**config.mk**
```make
export PLATFORM = sky130hd
export DESIGN_NAME = adc_align_ctrl
export DESIGN_NICKNAME = d
export VERILOG_FILES = /design/src/rtl/adc_align_ctrl.sv
export SDC_FILE = /design/constraint.sdc
export NUM_CORES = 1
export LEC_CHECK = 0
export ABC_AREA = 1
export BUFFER_PORTS_ARGS = -buffer_cell sky130_fd_sc_hd__buf_2
export CAP_MARGIN = 20
export CORE_ASPECT_RATIO = 1.1
export CORE_MARGIN = 8
export CORE_UTILIZATION = 35
export CTS_BUF_LIST = sky130_fd_sc_hd__clkbuf_8
export DETAILED_ROUTE_END_ITERATION = 7
export GPL_ROUTABILITY_DRIVEN = 0
export PLACE_DENSITY = 0.73
export SYNTH_ARGS = -nofsm -noshare
export SYNTH_HDL_FRONTEND = slang
export SYNTH_SLANG_ARGS = --single-unit
```
**constraint.sdc**
```tcl
create_clock -name ref_clk -period 1.6 [get_ports ref_clk]
set_clock_uncertainty 0.05 [all_clocks]
set_input_delay 0.16 -clock ref_clk [delete_from_list [all_inputs] [get_ports ref_clk]]
set_output_delay 0.16 -clock ref_clk [all_outputs]
set_load 0.01 [all_outputs]
```
**src/rtl/adc_align_ctrl.sv**
```systemverilog
// Sequences ADC lanes through frame alignment: waits for lock, bitslips each lane until FRAME_PATTERN matches.
// Optional ADC_ALIGN_MONITOR_EN: round-robin recheck in DONE, realigns a lane after 3 consecutive misses.
`timescale 1ns/1ps
module adc_align_ctrl #(
  parameter int             S             = 8,
  parameter int             D             = 16,
  parameter logic [D-1:0]   FRAME_PATTERN = 16'hFF00,
  parameter int             MAX_SLIP      = 8,
  parameter int             SETTLE_CYC    = 16,
  localparam int            LW            = (S > 1) ? $clog2(S) : 1
) (
  input  logic                  ref_clk,
  input  logic                  ref_rst_n,
  input  logic                  start,
  input  logic                  delay_ready,
  input  logic [S-1:0]          rx_locked,
  input  logic [S-1:0][D-1:0]   frame_word,
  output logic [S-1:0]          bitslip,
  output logic [S-1:0]          lane_aligned,
  output logic                  busy,
  output logic                  align_done,
  output logic                  align_fail,
  output logic [LW-1:0]         fail_lane
);

  localparam int             SCW         = $clog2(MAX_SLIP + 1);
  localparam logic [SCW-1:0] MAX_SLIP_C  = SCW'(MAX_SLIP);
  localparam logic [7:0]     SETTLE_LAST = 8'(SETTLE_CYC - 1);
  localparam logic [LW-1:0]  LAST_LANE   = LW'(S - 1);

  typedef enum logic [2:0] {
    IDLE, WAIT_RDY, CHECK, SLIP, SETTLE, NEXT, DONE, FAIL
  } state_t;

  state_t          state_q;
  logic [LW-1:0]   lane_q;
  logic [SCW-1:0]  slip_cnt_q;
  logic [7:0]      settle_cnt_q;
  logic [S-1:0]    bitslip_q;
  logic [S-1:0]    lane_aligned_q;
  logic            busy_q;
  logic            align_done_q;
  logic            align_fail_q;
  logic [LW-1:0]   fail_lane_q;
`ifdef ADC_ALIGN_MONITOR_EN
  logic [LW-1:0]       mon_lane_q;
  logic [S-1:0][1:0]   mon_miss_q;
`endif

  logic          lane_ok;
  logic          lane_match;
  logic [S-1:0]  lane_onehot;

  assign lane_ok     = delay_ready & rx_locked[lane_q];
  assign lane_match  = (frame_word[lane_q] == FRAME_PATTERN);
  assign lane_onehot = S'(1) << lane_q;

  always_ff @(posedge ref_clk or negedge ref_rst_n) begin
    if (!ref_rst_n) begin
      state_q        <= IDLE;
      lane_q         <= '0;
      slip_cnt_q     <= '0;
      settle_cnt_q   <= '0;
      bitslip_q      <= '0;
      lane_aligned_q <= '0;
      busy_q         <= 1'b0;
      align_done_q   <= 1'b0;
      align_fail_q   <= 1'b0;
      fail_lane_q    <= '0;
`ifdef ADC_ALIGN_MONITOR_EN
      mon_lane_q     <= '0;
      mon_miss_q     <= '0;
`endif
    end else begin
      bitslip_q      <= '0;
      // An aligned lane that loses lock is no longer trusted.
      lane_aligned_q <= lane_aligned_q & rx_locked;
      if (!busy_q && start) begin
        state_q        <= WAIT_RDY;
        lane_q         <= '0;
        slip_cnt_q     <= '0;
        settle_cnt_q   <= '0;
        lane_aligned_q <= '0;
        busy_q         <= 1'b1;
        align_done_q   <= 1'b0;
        align_fail_q   <= 1'b0;
        fail_lane_q    <= '0;
`ifdef ADC_ALIGN_MONITOR_EN
        mon_lane_q     <= '0;
        mon_miss_q     <= '0;
`endif
      end else begin
        case (state_q)
          WAIT_RDY: if (lane_ok) state_q <= CHECK;
          CHECK: begin
            if (!lane_ok) begin
              state_q    <= WAIT_RDY;
              slip_cnt_q <= '0;
            end else if (lane_match) begin
              lane_aligned_q <= (lane_aligned_q & rx_locked) | lane_onehot;
              state_q        <= NEXT;
            end else if (slip_cnt_q < MAX_SLIP_C) begin
              bitslip_q <= lane_onehot;
              state_q   <= SLIP;
            end else begin
              state_q      <= FAIL;
              align_fail_q <= 1'b1;
              fail_lane_q  <= lane_q;
              busy_q       <= 1'b0;
            end
          end
          SLIP: begin
            if (!lane_ok) begin
              state_q    <= WAIT_RDY;
              slip_cnt_q <= '0;
            end else begin
              slip_cnt_q   <= slip_cnt_q + SCW'(1);
              settle_cnt_q <= '0;
              state_q      <= SETTLE;
            end
          end
          SETTLE: begin
            if (!lane_ok) begin
              state_q    <= WAIT_RDY;
              slip_cnt_q <= '0;
            end else if (settle_cnt_q == SETTLE_LAST) begin
              state_q <= CHECK;
            end else begin
              settle_cnt_q <= settle_cnt_q + 8'd1;
            end
          end
          NEXT: begin
            slip_cnt_q <= '0;
            if (lane_q == LAST_LANE) begin
              state_q      <= DONE;
              align_done_q <= 1'b1;
              busy_q       <= 1'b0;
            end else begin
              lane_q  <= lane_q + LW'(1);
              state_q <= WAIT_RDY;
            end
          end
          DONE: begin
`ifdef ADC_ALIGN_MONITOR_EN
            mon_lane_q <= (mon_lane_q == LAST_LANE) ? '0 : mon_lane_q + LW'(1);
            if (frame_word[mon_lane_q] != FRAME_PATTERN) begin
              if (mon_miss_q[mon_lane_q] == 2'd2) begin
                lane_aligned_q[mon_lane_q] <= 1'b0;
                align_done_q <= 1'b0;
                busy_q       <= 1'b1;
                lane_q       <= mon_lane_q;
                slip_cnt_q   <= '0;
                state_q      <= WAIT_RDY;
                mon_lane_q   <= '0;
                mon_miss_q   <= '0;
              end else begin
                mon_miss_q[mon_lane_q] <= mon_miss_q[mon_lane_q] + 2'd1;
              end
            end else begin
              mon_miss_q[mon_lane_q] <= 2'd0;
            end
`endif
          end
          default: ;
        endcase
      end
    end
  end

  assign bitslip      = bitslip_q;
  assign lane_aligned = lane_aligned_q;
  assign busy         = busy_q;
  assign align_done   = align_done_q;
  assign align_fail   = align_fail_q;
  assign fail_lane    = fail_lane_q;

endmodule

```
Word-level counts from Yosys, hierarchy flattened

Cells that the tools add are included.

Output and inout bits: 22
Bits in read-only memories: 0
Bits in registers: 40
Bits in latches: 0
Input port bits: 140
Memories kept: 0
Memory bits (writable): 0

Multipliers: 0
$lt $le $gt $ge: 2
Equal/unequal tests: 21
Reductions and logical operators: 18
Bitwise operators: 3
$add $sub $neg: 3
Shift-type cells: 1
Multiplexer cells: 54
Div/mod/pow operators: 0

Operators by type and width:

| kind                                                                   | number |
|---|---|
| 8-bit two-way mux                                                      | 13 |
| 3-bit two-way mux                                                      | 17 |
| 16-bit binary-select mux with 3-bit select                             | 1 |
| 3-bit inequality test (second input constant)                          | 8 |
| 16-bit equality test (second input constant)                           | 1 |
| 16-bit two-way mux                                                     | 1 |
| 8-bit case mux with 2 select lines                                     | 1 |
| 3-bit case mux with 5 select lines                                     | 1 |
| 1-bit two-way mux                                                      | 14 |
| 4-bit two-way mux                                                      | 3 |
| 4-bit case mux with 3 select lines                                     | 1 |
| 3-bit equality test (second input constant)                            | 3 |
| 8-bit by 1-bit adder with 8-bit output (second input constant)         | 1 |
| 8-bit AND                                                              | 1 |
| 8-bit by 4-bit equality test with 1-bit output (second input constant) | 1 |
| 8-bit bitwise OR                                                       | 1 |
| 4-bit AND reduction                                                    | 2 |
| 2-bit nonzero test                                                     | 4 |
| 1-bit by 3-bit left shift with 8-bit output (first input constant)     | 1 |
| 3-bit by 2-bit equality test with 1-bit output (second input constant) | 2 |
| 2-bit AND reduction                                                    | 3 |
| 3-bit nonzero test                                                     | 2 |
| 6-bit nonzero test                                                     | 1 |
| 5-bit AND reduction                                                    | 1 |
| 17 further kinds                                                       | 18 |

Longest topological paths before layout

Word-level depth: 7
Depth in mapped cells: 14
Mapped depth without buffers: 14

Worst setup path before layout

OpenSTA, ideal clock, no wires.

Kind: flip-flop to flip-flop
From: register lane_q[0]
To: register settle_cnt_q[4]
Setup time: 124 ps
Period minus slack after synthesis: 1680 ps
Data arrival time: 1506 ps
Setup slack: -80 ps
Data required time: 1426 ps
Stages on the path, launching flop included: 15
Cell sequence: dfrtp_1 > buf_6 > nor2_1 > nor2_1 > o21ai_0 > nand2_1 > nand2_1 > nand2_2 > nand2_4 > nand2_2 > nand2_2 > nand2_1 > buf_6 > a21oi_1 > a21oi_1

Word-level cells in the longest chain between the ends: 5

Ends and longest elaborated chain:

| what                                        | RTL line | source |
|---|---|---|
| from (decl)                                 | 36       | `logic [LW-1:0] lane_q;` |
| from (signal assigned)                      | 139      | `lane_q <= lane_q + LW'(1);` |
| 1-bit binary-select mux with 3-bit select * | 54       | `assign lane_ok = delay_ready & rx_locked[lane_q];` |
| 1-bit two-way mux (not written as such) *   | 54       |  |
| 1-bit AND *                                 | 54       |  |
| 3-bit inequality test (no line)             | --       |  |
| 4-bit AND reduction (no line) *             | --       |  |
| to (signal assigned)                        | 129      | `settle_cnt_q <= settle_cnt_q + 8'd1;` |
| to (decl)                                   | 38       | `logic [7:0] settle_cnt_q;` |

Every way passes the cells marked *; elsewhere a longest branch is shown, timed or not. The select of a mux whose other input is x is not followed.
A chain may end at the register's enable or synchronous reset.

Final worst setup path

From: register lane_q[0]
To: register settle_cnt_q[3]

The elaborated chain is that of the path after synthesis.

==> impl_metrics.yaml <==
synth:
  synth_flop_cell: "dfrtp_1"
  synthTopCellsByArea: "dfrtp_1 (37%), nand2_1 (14%), nor2_1 (9.2%)"
  async_flop_share_pct: 100
  synth_nets: 544
  synth_cell_types: 33
  ys_seq_area_share_pct: 36.5
  syn_area_sq_um: 2740
  yosysWarningCount: 0
  netlist.area_leader.share_pct: 36.5
  synthCells: 396
  synth_area_per_cell_sq_um: 6.92
  yosysMostFrequentCell: "nand2_1"
  yosys.area.top_type: "dfrtp_1"
  yosys_register_bits: 40
  synth_edf_count: 0
  ys_top_cells_by_count: "nand2_1 (105), nor2_1 (67), dfrtp_1 (40)"
critical_path:
  cp.required_ps: 1740
  startpoint_type: "flip-flop"
  worst-setup-path-type: "reg -> reg"
  worstSetupEndpointType: "flip-flop"
  path_max_fanout: 7
  arrival_ps: 1950
sta:
  timing.final.ws_setup_ps: -206
  hold_violations: 0
  fin_hold_ws_ps: 51.4
  tightest_slew_ps: 514
  rsz0062_at_grt: "yes"
  min_period_ps: 1810
  fin_crit_sh_pct: 113
  drv_slew: 0
  relSlewSlack_pct: 65.7
  fmax_ghz: 0.554
  finalSetupTns_ps: -5470
  setup_violations: 40
clocking:
  numClockSinks: 40
  htreeDepth: 2
  cts-root-buf: "clkbuf_8"
  numCtsBuffers: 5
  cts.clk_slew.worst_paths_ps: 90
  cts_buffer_depth: 2
  clock_latency_ps: 300
  cts_tree: "built"
global_route:
  antenna_found_initial: 0
  track_usage_pct: 17.6
  grt_pass1_wl_um: 15900
  grt_max_degree: 23
  first_global_vias: 3455
  grt-ovfl-total: 0
layout:
  fin_area_sq_um: 4280
  finalNetCount: 751
  utilization_pct: 55.3
  synthToLayoutAreaGrowth_pct: 56.2
  instances_no_fill: 712
  diodes: 0
  layout-drive-gt1-share_pct: 45.7
power_and_ir_drop:
  total_power_mw: 4.45
  powerDensity_nw_per_um2: 1040
  peakVddDrop_mv: 0.702
  p_leak_nw: 2.31
run:
  max_cap_viol_count: 0
route:
  drtIter0Drc: 131
  wl_per_cell_um: 14.3
  ant_nets: 0
  drt-total-wl_um: 10200
  route.detailed.drc: 0
  drt_pass1_iterations: 4
  num_vias: 3351
  via_per_inst: 4.71
floorplanning:
  io_pins: 162
  rows: 34
  coreArea_sq_um: 7740
  die-area_sq_um: 10900
  start_util_pct: 35.4
  die_x_um: 100
  fp.dieH_um: 109
placed_design:
  place_hpwl_um: 8140
  dp_slack_ps: -217
  dp_cells: 697
  port_buffers: 161
  placed_area_sq_um: 3930
status:
  violations: "setup timing"
  status: "finished with violations"
min_path:
  hold_class: "in -> reg"
-- cell families after synthesis --
kind of cell,Yosys count,share of synthesized area (%)
AOI/OAI and AO/OA,44,8.86
adders and majority gates,8,3.65
DFF,40,36.5
and+or+nand+nor,250,41.6
xor gates and xnor gates,4,1.28
muxes,1,0.365
buffers and inverters,49,7.67
-- area by class of cell --
| cell class | count | area (sq um) |
|---|---|---|
| Clock buffer | 5 | 68.8 |
| Clock inverter | 3 | 42.5 |
| Fill cell | 764 | 3460 |
| Inverter | 42 | 163 |
| Multi-Input combinational cell | 308 | 1710 |
| Sequential cell | 40 | 1000 |
| Tap cell | 108 | 135 |
| Timing Repair Buffer | 206 | 1160 |
-- path summary, 6_finish.rpt --
kind | start | endpoint | slack [ps] | cells after the start
setup / recovery | lane_q[0] | settle_cnt_q[3] | -210 | 13
hold / removal | rx_locked[5] | lane_aligned[5] | 50 | 3
setup reg to reg | lane_q[0] | settle_cnt_q[3] | -210 | 13
max in group asynchronous | ref_rst_n | bitslip[5] | 640 | 3
hold reg to reg | align_fail | align_fail | 450 | 2
min in group asynchronous | ref_rst_n | lane_q[2] | 310 | 2
-- power by group --
group	internal, mW	switching [mW]	total, mW	leakage, nW
logic	1.00	1.38	2.38	1.71
registers	1.13	0.106	1.24	0.545
clock network	0.462	0.371	0.833	0.0541
-- cell usage in the layout (no fill, tap or decap), drive strengths merged --
cell type,synthesis,routed
clkinvlp,0,1
inv,42,42
xor2,4,4
nor3,12,12
a21oi,18,18
bufinv,0,1
buf,7,205
ha,8,8
nor2,72,72
o21a,1,1
nor4,1,1
o21ai,22,22
nand4,12,12
and3,2,2
mux2i,1,1
o211ai,1,1
o22ai,2,2
dlygate4sd3,0,1
nand3,28,28
clkinv,0,1
clkbuf,0,5
dfrtp,40,40
nand3b,7,7
or2,4,4
nand2,112,113
-- metal layers --
layer	part of all wire [%]	up-vias	global-route usage (%)
met4	1.5	0	4.65
met1	39	1534	18.4
li1	-	1690	-
met5	0	-	0
met2	52	108	33.5
met3	7.8	19	4.92
-- registers in the layout, summed over array words and instances, names as in the netlist, 3 cells and up --
register / count
bitslip: 8
fail_lane: 3
lane_aligned: 8
lane_q: 3
slip_cnt_q: 4
settle_cnt_q: 8
state_q: 3
-- timing repair --
action | in CTS | in global routing
cloned | 1 | 1
gates resized for setup | 22 | 39
endpoints found under the setup margin | 39 | 40
endpoints found under the hold margin | 20 | 0
setup buffers | 2 | 2
pin swaps | 13 | 12
hold buffers | 1 | 0
-- critical path: stages (launching register included) --
cell,delay [ps]
dfrtp_2,450
buf_6,140
nor2_1,80
nor2_1,40
o21ai_1,70
nand2_1,70
nand2_1,70
nand2_2,70
nand2_4,120
nand2_2,100
nand2_4,110
buf_6,110
a21oi_1,50
o21a_1,160
Note: power is estimated with default switching activity, not from simulation.
